$ cat src/rtl/k_and_s_pkg.sv
// Shared widths, burst limit and enumerations for the CPU/DMA RAM arbiter.
package k_and_s_pkg;

    localparam int ADDR_W    = 8;
    localparam int DATA_W    = 16;
    localparam int BURST_MAX = 8;
    localparam int BEAT_W    = $clog2(BURST_MAX + 1);

    typedef enum logic [1:0] {
        IDLE   = 2'd0,
        ACCESS = 2'd1,
        RESP   = 2'd2
    } arb_state_t;

    typedef enum logic {
        OWN_CPU = 1'b0,
        OWN_DMA = 1'b1
    } arb_owner_t;

endpackage

$ cat src/rtl/arb_pick.sv
// Combinational winner selection: round-robin between CPU and DMA with a
// bounded DMA burst-lock override.
module arb_pick
    import k_and_s_pkg::*;
(
    input  logic              cpu_req,
    input  logic              dma_req,
    input  arb_owner_t        last_grant,
    input  logic              dma_lock,
    input  logic [BEAT_W-1:0] beat_cnt,
    output logic              grant_valid,
    output arb_owner_t        winner
);

    logic burst_hold;

    always_comb begin
        grant_valid = cpu_req | dma_req;
        winner      = OWN_CPU;
        // The locked DMA keeps ownership only until it has used up its burst allowance.
        burst_hold  = (last_grant == OWN_DMA) && dma_lock && (beat_cnt < BEAT_W'(BURST_MAX));
        if (dma_req && !cpu_req) begin
            winner = OWN_DMA;
        end else if (dma_req && cpu_req) begin
            if (burst_hold || last_grant == OWN_CPU) begin
                winner = OWN_DMA;
            end else begin
                winner = OWN_CPU;
            end
        end
    end

endmodule

$ cat src/rtl/ram_arbiter.sv
// Two-requester (CPU, DMA) arbiter for a single-port RAM with one-cycle read
// latency; each grant runs IDLE -> ACCESS -> RESP.
module ram_arbiter
    import k_and_s_pkg::*;
(
    input  logic              clk,
    input  logic              rst,
    input  logic              cpu_req,
    input  logic              cpu_we,
    input  logic [ADDR_W-1:0] cpu_addr,
    input  logic [DATA_W-1:0] cpu_wdata,
    output logic              cpu_ack,
    output logic [DATA_W-1:0] cpu_rdata,
    input  logic              dma_req,
    input  logic              dma_we,
    input  logic [ADDR_W-1:0] dma_addr,
    input  logic [DATA_W-1:0] dma_wdata,
    input  logic              dma_lock,
    output logic              dma_ack,
    output logic [DATA_W-1:0] dma_rdata,
    output logic              ram_en,
    output logic              ram_we,
    output logic [ADDR_W-1:0] ram_addr,
    output logic [DATA_W-1:0] ram_wdata,
    input  logic [DATA_W-1:0] ram_rdata,
    output logic              busy,
    output logic              owner
);

    arb_state_t        state_reg, state_next;
    arb_owner_t        last_reg;
    arb_owner_t        owner_reg;
    logic [BEAT_W-1:0] beat_cnt_reg;
    logic              cap_we_reg;
    logic [ADDR_W-1:0] cap_addr_reg;
    logic [DATA_W-1:0] cap_wdata_reg;
    logic [DATA_W-1:0] cpu_rdata_reg;
    logic [DATA_W-1:0] dma_rdata_reg;

    logic              grant_valid;
    arb_owner_t        winner;
    logic              grant;
    logic              in_access;
    logic              in_resp;

    arb_pick u_pick (
        .cpu_req     (cpu_req),
        .dma_req     (dma_req),
        .last_grant  (last_reg),
        .dma_lock    (dma_lock),
        .beat_cnt    (beat_cnt_reg),
        .grant_valid (grant_valid),
        .winner      (winner)
    );

    always_comb begin
        state_next = state_reg;
        grant      = 1'b0;
        case (state_reg)
            IDLE: begin
                if (grant_valid) begin
                    state_next = ACCESS;
                    grant      = 1'b1;
                end
            end
            ACCESS:  state_next = RESP;
            RESP:    state_next = IDLE;
            default: state_next = IDLE;
        endcase
    end

    always_ff @(posedge clk) begin
        if (rst) begin
            state_reg     <= IDLE;
            last_reg      <= OWN_DMA;
            owner_reg     <= OWN_CPU;
            beat_cnt_reg  <= '0;
            cap_we_reg    <= 1'b0;
            cap_addr_reg  <= '0;
            cap_wdata_reg <= '0;
            cpu_rdata_reg <= '0;
            dma_rdata_reg <= '0;
        end else begin
            state_reg <= state_next;
            if (grant) begin
                last_reg  <= winner;
                owner_reg <= winner;
                if (winner == OWN_DMA) begin
                    cap_we_reg    <= dma_we;
                    cap_addr_reg  <= dma_addr;
                    cap_wdata_reg <= dma_wdata;
                end else begin
                    cap_we_reg    <= cpu_we;
                    cap_addr_reg  <= cpu_addr;
                    cap_wdata_reg <= cpu_wdata;
                end
            end
            if (state_reg == IDLE) begin
                if (grant && winner == OWN_CPU) begin
                    beat_cnt_reg <= '0;
                end else if (grant && dma_lock) begin
                    if (beat_cnt_reg < BEAT_W'(BURST_MAX)) begin
                        beat_cnt_reg <= beat_cnt_reg + 1'b1;
                    end
                end else if (!dma_lock) begin
                    beat_cnt_reg <= '0;
                end
            end
            // Keep the last returned word so rdata stays stable between acks.
            if (state_reg == RESP) begin
                if (owner_reg == OWN_CPU) begin
                    cpu_rdata_reg <= ram_rdata;
                end else begin
                    dma_rdata_reg <= ram_rdata;
                end
            end
        end
    end

    // Reset gates the RAM strobes immediately so an in-flight write is dropped.
    always_comb begin
        in_access = (state_reg == ACCESS) && !rst;
        in_resp   = (state_reg == RESP) && !rst;
        ram_en    = in_access;
        ram_we    = in_access && cap_we_reg;
        ram_addr  = in_access ? cap_addr_reg : '0;
        ram_wdata = in_access ? cap_wdata_reg : '0;
        cpu_ack   = in_resp && (owner_reg == OWN_CPU);
        dma_ack   = in_resp && (owner_reg == OWN_DMA);
        cpu_rdata = cpu_ack ? ram_rdata : cpu_rdata_reg;
        dma_rdata = dma_ack ? ram_rdata : dma_rdata_reg;
        busy      = (state_reg != IDLE);
        owner     = owner_reg;
    end

endmodule

$ cat config.mk
export PLATFORM = sky130hd
export DESIGN_NAME = ram_arbiter
export DESIGN_NICKNAME = d
export VERILOG_FILES = /design/src/rtl/k_and_s_pkg.sv /design/src/rtl/arb_pick.sv /design/src/rtl/ram_arbiter.sv
export SDC_FILE = /design/constraint.sdc
export NUM_CORES = 1
export LEC_CHECK = 0
export ABC_AREA = 1
export BUFFER_PORTS_ARGS = -buffer_cell sky130_fd_sc_hd__buf_2
export CORE_ASPECT_RATIO = 0.5
export CORE_MARGIN = 5
export CORE_UTILIZATION = 49
export CTS_CLUSTER_DIAMETER = 40
export DETAILED_ROUTE_END_ITERATION = 8
export PLACE_DENSITY = 0.89
export SYNTH_ARGS = -nofsm -noshare
export SYNTH_HDL_FRONTEND = slang
export SYNTH_SLANG_ARGS = --single-unit
$ cat constraint.sdc
create_clock -name clk -period 1.5 [get_ports clk]
set_input_delay 0.225 -clock clk [delete_from_list [all_inputs] [get_ports clk]]
set_output_delay 0.225 -clock clk [all_outputs]
set_load 0.01 [all_outputs]
### Word-level counts from Yosys, hierarchy flattened

Cells that the tools add are included.

| storage, ports and cells | value |
|---|---|
| word-level logic and storage cells | 57 |
| ROM bits | 0 |
| bits of input ports | 71 |
| bits in latches | 0 |
| memories | 0 |
| bits in writable memories | 0 |
| register bits after elaboration | 65 |

| operators by class | value |
|---|---|
| reduce and logical (&&, ||, !) cells | 19 |
| add/sub/neg operators | 1 |
| bitwise logic cells | 4 |
| shift operators | 0 |
| div/mod/pow operators | 0 |
| $lt $le $gt $ge | 1 |
| multipliers | 0 |
| equal/unequal tests | 5 |
| muxes and demuxes | 18 |

Operator list:

| operator | count |
|---|---|
| 2-to-1 mux 16 bit | 4 |
| 2-to-1 mux 4 bit | 4 |
| 2-to-1 mux 8 bit | 2 |
| logical AND 1 bit | 11 |
| 2-to-1 mux 1 bit | 6 |
| adder 4 x 1 -> 4 bit (second input constant) | 1 |
| < comparator 4 bit (second input constant) | 1 |
| case mux 2 bit (2 select lines) | 1 |
| AND reduction 2 bit | 2 |
| != test 3 x 1 -> 1 bit (second input constant) | 1 |
| != test 3 x 2 -> 1 bit (second input constant) | 1 |
| NOT 1 bit | 3 |
| AND reduction 3 bit | 1 |
| == test 2 x 1 -> 1 bit (second input constant) | 1 |
| == test 2 bit (second input constant) | 1 |
| zero test 1 bit | 2 |
| zero test 2 bit | 1 |
| 2-to-1 mux 2 bit | 1 |
| != test 2 bit (second input constant) | 1 |
| nonzero test 2 bit | 1 |
| logical OR 1 bit | 1 |
| bitwise OR 1 bit | 1 |

### Depth between registers and ports, before layout

Gate-level depths: netlist of run 1.

| depth | value |
|---|---|
| depth after elaboration | 10 |
| mapped depth | 11 |
| depth with buffers taken out | 10 |

### Hierarchy

A second synthesis of run 1 with hierarchy kept.

| unflattened totals | value |
|---|---|
| cells, all modules | 501 |
| area total of the unflattened synthesis | 3295.7 µm² |

By module, submodules not included:

| module | seq. area each (µm²) | area an instance (µm²) | times used | cells an instance |
|---|---|---|---|---|
| ram_arbiter | 1301.2 | 3261.9 | 1 | 494 |
| arb_pick | 0.0 | 33.8 | 1 | 7 |

### Least setup slack after synthesis of run 1

Ideal clock, no wire load.

| timing | value |
|---|---|
| path type | register to output |
| start | reg state_reg[0] |
| end | out ram_addr[2] |
| data required time | 1275 ps |
| arrival | 1303 ps |
| path slack | -28 ps |
| stages on the path, launching flop included | 6 |
| path through | dfxtp_1 -> inv_1 -> nor3_1 -> inv_1 -> buf_2 -> nor2_1 |

| between the ends | value |
|---|---|
| longest elaborated chain between the ends | 3 |

RTL lines:

| what | RTL line | text |
|---|---|---|
| start, declared | ram_arbiter.sv:30 | `arb_state_t state_reg, state_next;` |
| start signal, assigned | ram_arbiter.sv:84 | `state_reg <= state_next;` |
| == test 2 x 1 -> 1 bit | ram_arbiter.sv:122 | `in_access = (state_reg == ACCESS) && !rst;` |
| logical AND 1 bit | ram_arbiter.sv:122 |  |
| via ram_en | ram_arbiter.sv:21 | `output logic ram_en,` |
| 2-to-1 mux 8 bit | ram_arbiter.sv:126 | `ram_addr = in_access ? cap_addr_reg : '0;` |
| end, declared | ram_arbiter.sv:23 | `output logic [ADDR_W-1:0] ram_addr,` |

The timed path passes the listed nets, and every way through them passes these cells.

### Worst setup path after layout of run 1

| timing | value |
|---|---|
| start | reg state_reg[1] |
| end | out cpu_rdata[14] |

| between the ends | value |
|---|---|
| longest elaborated chain between the ends | 4 |

RTL lines:

| what | RTL line | text |
|---|---|---|
| == test 2 bit | ram_arbiter.sv:123 | `in_resp = (state_reg == RESP) && !rst;` |
| logical AND 1 bit | ram_arbiter.sv:123 |  |
| logical AND 1 bit | ram_arbiter.sv:128 | `cpu_ack = in_resp && (owner_reg == OWN_CPU);` |
| 2-to-1 mux 16 bit | ram_arbiter.sv:130 | `cpu_rdata = cpu_ack ? ram_rdata : cpu_rdata_reg;` |
| end, declared | ram_arbiter.sv:13 | `output logic [DATA_W-1:0] cpu_rdata,` |

No other way between the ends.

==> flow_metrics.tcl, run 1 <==
set metrics [dict create \
    crit_fanout 17 \
    drc 0 \
    p_seq_share_pct 39.9 \
    die_area_um2 8623 \
    n_antenna_cell 0 \
    status "finished with violations" \
    rrSetupSlack_ns 0.12 \
    worstSkewPairLatency_ns 0.32 \
    critical_path_buf_inv_count 4 \
    violations "negative setup slack" \
    cp_top_family "buffers and inverters" \
    first_global_vias 3000 \
    ys_types 30 \
    dp_slack_ns -0.01037 \
    overflow 0 \
    endpoint "cpu_rdata[14]" \
    area_growth_syn_to_layout_pct 42.31 \
    crit_path_start "state_reg[1]" \
    vias 3426 \
    layout-drive-gt1-share_pct 39.07 \
    r2r-start "state_reg[1]" \
    ctsHtreeMaxLevel 3 \
    r2r_cells 10 \
    slowest_delay_ns 0.33 \
    initial_core_util_pct 50.15 \
    fin_crit_sh_pct 116.6 \
    critPathLaunchType "register" \
    rsz0062_at_grt "yes" \
    clkTransAtPathRegs_ns 0.05 \
    final_cell_mix "129 x buf_2, 108 x inv_1, 108 x nand2_1, 62 x dfxtp_1, 27 x nor2_1" \
    cts_max_path_buffers 2 \
    ys_ff_latch 65 \
    powerDensity_nw_per_um2 992.1 \
    p_comb_share_pct 18.2 \
    io_pins 133 \
    grt_pass1_wl_mm 13.09 \
    slowest_stage "dfxtp_2" \
    antenna_found_initial 0 \
    multi_input_area_um2 1543 \
    worstHoldPathCells 3 \
    ant_nets 0 \
    cts_tree "done" \
    final_cells 719 \
    final.setup.worst_slack_ns -0.2490 \
    via_per_inst 4.765 \
    hpwl_mm 5.894 \
    routed_wl_mm 8.632 \
    cts_made_buffers 9 \
    globalRouteTotalUtil_pct 18.78 \
    setup_viol 59 \
    finalMaxSlewViolations 0 \
    cts_sinks 65 \
    critical_path_class "register to output port" \
    end_kind "output port" \
    r2r-end "cap_wdata_reg[1]" \
    intPower_w 0.003484 \
    syn_nets 547 \
    seq_area_um2 1305 \
    fmax_mhz 571.8 \
    cts_root_buf "clkbuf_16" \
    die_height_um 68.21 \
    nNetsFinal 694 \
    io_buffers 132 \
    final_area_um2 4726 \
    leakagePower_nw 2.446 \
    tightest_slew_ns 0.2979 \
    rows 21 \
    die_w_um 126.4 \
    ir_drop_mv 0.7246 \
    power.switching_w 0.001204 \
    n_fill_cell 514 \
    path_cells "inv_2 -> nor2_4 -> inv_2 -> nor2_4 -> nand2_4 -> buf_12 -> o21ai_1 -> buf_2" \
    netlist_instances 475 \
    layout_commonest_cell "buf_2" \
    min_path_type "primary input to register" \
    dp_cells 691 \
    synth_area_um2 3321 \
    grt_start_max_net_pins 34 \
    relSlewSlack_pct 80.14 \
    worstPathArrival_ns 1.52 \
    core_area_um2 6621 \
    p_sw_share_pct 25.68 \
    required_ns 1.27 \
    finalHoldViolCount 0 \
    period_minus_slack_ns 1.749 \
    drt_iter0_drc 134 \
    clkPwrFrac_pct 41.9 \
    placed_area_um2 4128 \
    yosysWarnings 0 \
    fin_skew_ns 0.003955 \
    postCtsHoldBufs 0 \
    gp_congestion 0.7945 \
    ys_seq_area_share_pct 39.19 \
    worstSetupPathDepth 8 \
    synth_area_per_cell_um2 6.991 \
    wire_per_inst_um 12.01 \
    first_pass_iters 4 \
    max_cap_violations 0 \
]
==> repair_timing <==
| action | in CTS | in global routing |
|---|---|---|
| setup endpoints to repair | 59 | 79 |
| setup buffers | 1 | 8 |
| gates cloned | 2 | 1 |
| pin swaps | 1 | 1 |
| resized for setup | 52 | 22 |
==> layer usage <==
layer / track usage (%) / wire [um] / vias to the layer above
met5: 0 / 0 / -
met4: 5.348 / 87 / 0
met3: 4.521 / 513 / 9
met2: 35.26 / 4311 / 103
met1: 21.84 / 3720 / 1562
li1: - / - / 1752
==> power groups by stage <==
stage | Sequential, W | Combinational, W | Clock [W]
6_report | 0.00187 | 0.000853 | 0.00196
5_1_grt | 0.00188 | 0.000951 | 0.00210
4_1_cts | 0.00187 | 0.000820 | 0.00201
3_5_place_dp | 0.00190 | 0.000790 | 0
3_3_place_gp | 0.00190 | 0.000776 | 0
2_1_floorplan | 0.00190 | 0.000528 | 0
==> synthesized netlist by cell type, drive strengths merged <==
library cell | count | area [um2]
nand2 | 129 | 526.8
inv | 114 | 435.4
nand4 | 2 | 12.51
ha | 1 | 12.51
o211ai | 25 | 237.7
a21oi | 6 | 30.03
clkbuf | 2 | 7.510
nor3 | 2 | 10.01
dfxtp | 65 | 1301
xnor2 | 1 | 8.760
buf | 21 | 141.4
o22ai | 16 | 156.4
nand3 | 5 | 25.02
o21ai | 49 | 249.0
nor2 | 36 | 157.7
xor2 | 1 | 8.760
==> how the worst min path moves through the flow <==
| stage | slack, ns | startpoint | end |
|---|---|---|---|
| after floorplan | 0.35 | ram_rdata[0] | dma_rdata_reg[0] |
| after global placement | 0.45 | cpu_rdata_reg[2] | cpu_rdata_reg[2] |
| after detailed placement | 0.45 | cpu_rdata_reg[4] | cpu_rdata_reg[4] |
| after CTS | 0.13 | ram_rdata[4] | dma_rdata_reg[4] |
| after global routing | 0.15 | ram_rdata[15] | dma_rdata_reg[15] |
| final | 0.14 | ram_rdata[15] | dma_rdata_reg[15] |
==> worst register-to-register path, stage by stage (launching register included) <==
cell,delay [ns]
dfxtp_2,0.32
buf_4,0.15
nor2_4,0.14
nand2_4,0.10
inv_4,0.09
nand2_4,0.09
clkinv_8,0.15
nand2_1,0.08
o211ai_1,0.10
nand2_1,0.07
inv_1,0.05
==> final cells by class <==
type                            instances  area share [%]
Tap cell                               92           2.436
Inverter                              114           9.373
Clock inverter                          2          0.2118
Clock buffer                           14           6.010
Multi-Input combinational cell        273           32.64
Timing Repair Buffer                  159           21.71
Sequential cell                        65           27.61
==> through the flow <==
| stage | util, % | total power, W | hold slack (ns) | setup TNS [ns] |
|---|---|---|---|---|
| after floorplan | - | 0.002426 | 0.3510 | 0 |
| after global placement | 62.34 | 0.002675 | 0.4519 | 0 |
| after detailed placement | 62.34 | 0.002691 | 0.4545 | -0.01037 |
| after CTS | 69.18 | 0.004698 | 0.1301 | -11.01 |
| after global routing | 71.37 | 0.004932 | 0.1548 | -15.98 |
| final | 71.37 | 0.004688 | 0.1391 | -10.89 |
==> kinds of logic (layout without fill, tap and decap cells) <==
kind of cell	after synthesis	in the layout	share of synthesized area [%]
XOR/XNOR	2	2	0.5276
flip-flops	65	65	39.19
AO/OA/AOI/OAI	96	96	20.27
adder cells (fa/ha/maj)	1	1	0.3767
buffers and inverters	137	289	17.60
AND/OR/NAND/NOR	174	174	22.04
Note: power is estimated with default switching activity, not from simulation.
==> run 2, diff against run 1 <==
--- a/config.mk
+++ b/config.mk
@@ -10,9 +10,11 @@
 export CORE_ASPECT_RATIO = 0.5
 export CORE_MARGIN = 5
 export CORE_UTILIZATION = 49
+export CTS_BUF_LIST = sky130_fd_sc_hd__clkbuf_8 sky130_fd_sc_hd__clkbuf_16
 export CTS_CLUSTER_DIAMETER = 40
 export DETAILED_ROUTE_END_ITERATION = 8
 export PLACE_DENSITY = 0.89
+export SLEW_MARGIN = 20
 export SYNTH_ARGS = -nofsm -noshare
 export SYNTH_HDL_FRONTEND = slang
 export SYNTH_SLANG_ARGS = --single-unit
==> run 2 against run 1 <==
  * The run still ends with negative setup slack left
  * Count of clock-buffer cells in the layout is 1 lower
  * Worst hold slack hardly changed
  * Critical path depth stayed put
  * Die area stayed put
  * Global-route usage stayed put
  * Clock power hardly changed
  * Wire length hardly changed
  * Power is 0.13% lower
  * Non-clock buffer count stayed put
  * Critical path type unchanged
  * Largest cell class unchanged
  * Largest power group unchanged
==> flow_metrics.tcl, run 2 (synthesized netlist as in run 1, its figures left out) <==
set metrics [dict create \
    status "finished with violations" \
    leakagePower_nw 2.450 \
    antenna_found_initial 0 \
    rsz0062_at_grt "yes" \
    nNetsFinal 694 \
    worstPathArrival_ns 1.52 \
    violations "negative setup slack" \
    end_kind "output port" \
    critical_path_buf_inv_count 4 \
    setup_viol 59 \
    io_pins 133 \
    finalMaxSlewViolations 0 \
    required_ns 1.27 \
    gp_congestion 0.7945 \
    rows 21 \
    critical_path_class "register to output port" \
    die_height_um 68.21 \
    tightest_slew_ns 0.2979 \
    clkTransAtPathRegs_ns 0.05 \
    slowest_stage "dfxtp_2" \
    fin_skew_ns 0.003765 \
    layout-drive-gt1-share_pct 39.07 \
    via_per_inst 4.771 \
    io_buffers 132 \
    drc 0 \
    n_antenna_cell 0 \
    worstSkewPairLatency_ns 0.32 \
    postCtsHoldBufs 0 \
    grt_start_max_net_pins 34 \
    cts_made_buffers 9 \
    power_w 0.004682 \
    die_w_um 126.4 \
    worst_hold_slack_ns 0.1390 \
    ant_nets 0 \
    ctsHtreeMaxLevel 3 \
    powerDensity_nw_per_um2 990.8 \
    relSlewSlack_pct 80.14 \
    drt_iter0_drc 134 \
    cts_root_buf "clkbuf_16" \
    first_global_vias 3000 \
    routed_wl_mm 8.631 \
    crit_fanout 17 \
    fin_crit_sh_pct 116.6 \
    ir_drop_mv 0.7244 \
    path_cells "inv_2 -> nor2_4 -> inv_2 -> nor2_4 -> nand2_4 -> buf_12 -> o21ai_1 -> buf_2" \
    vias 3430 \
    final.setup.worst_slack_ns -0.2490 \
    hpwl_mm 5.894 \
    initial_core_util_pct 50.15 \
    critPathLaunchType "register" \
    cts_sinks 65 \
    cts_max_path_buffers 2 \
    wire_per_inst_um 12.00 \
    fmax_mhz 571.7 \
    max_cap_violations 0 \
    grt_pass1_wl_mm 13.09 \
    overflow 0 \
    final_cell_mix "129 x buf_2, 109 x inv_1, 108 x nand2_1, 62 x dfxtp_1, 27 x nor2_1" \
    first_pass_iters 4 \
    period_minus_slack_ns 1.749 \
    cts_tree "done" \
    layout_commonest_cell "buf_2" \
    area_growth_syn_to_layout_pct 42.31 \
    cp_top_family "buffers and inverters" \
    globalRouteTotalUtil_pct 18.78 \
    die_area_um2 8623 \
    min_path_type "primary input to register" \
    slowest_delay_ns 0.33 \
    core_area_um2 6621 \
    finalHoldViolCount 0 \
]
[run 2: path summary, 6_finish.rpt]
kind                                       start                 to  slack, ns  cells after the start
worst max-delay path                state_reg[1]      cpu_rdata[14]      -0.25                      8
worst min-delay path               ram_rdata[15]  dma_rdata_reg[15]       0.14                      3
worst max register to register      state_reg[1]   cap_wdata_reg[1]       0.12                     10
worst min register to register  cpu_rdata_reg[6]   cpu_rdata_reg[6]       0.46                      2
[run 2: metal layers]
layer / GRT usage (%) / share of wire [%]
met1: 21.84 / 43
met2: 35.26 / 50
met3: 4.521 / 5.9
met4: 5.348 / 1.0
met5: 0 / 0
[run 2: per-stage QoR]
stage           TNS, ns  cell area [um2]  instances  utilization (%)  setup slack (ns)
2_1_floorplan         0             3326        475                -           0.03833
6_report         -10.89             4726        719            71.37           -0.2490
4_1_cts          -11.01             4581        710            69.18           -0.2446
5_1_grt          -15.98             4726        719            71.37           -0.3193
3_3_place_gp          0             4128        691            62.34           0.02268
3_5_place_dp   -0.01037             4128        691            62.34          -0.01037
[run 2: layout make-up]
cell class | instances | area (um2)
clock buffer | 13 | 280.3
clock inverter | 3 | 13.76
fill | 514 | 1896
inverter | 114 | 442.9
multi-input combinational | 273 | 1543
sequential | 65 | 1305
tap | 92 | 115.1
timing repair buffer | 159 | 1026
[run 2: worst register-to-register path: stages, from the launching register on]
cell	delay, ns
dfxtp_2	0.32
buf_4	0.15
nor2_4	0.14
nand2_4	0.10
inv_4	0.09
nand2_4	0.09
clkinv_8	0.15
nand2_1	0.08
o211ai_1	0.10
nand2_1	0.07
inv_1	0.05
[run 2: report_power, final]
group | switching [W] | internal (W) | leakage (nW)
Clock | 0.000673 | 0.00128 | 0.153
Sequential | 0.0000393 | 0.00183 | 0.531
Combinational | 0.000493 | 0.000361 | 1.77
[run 2: what timing repair did]
action / 4_1_cts / 5_1_grt
buffers inserted: 1 / 8
pin swaps: 1 / 1
cloned: 2 / 1
gates resized for setup: 52 / 22
setup endpoints to repair: 59 / 79
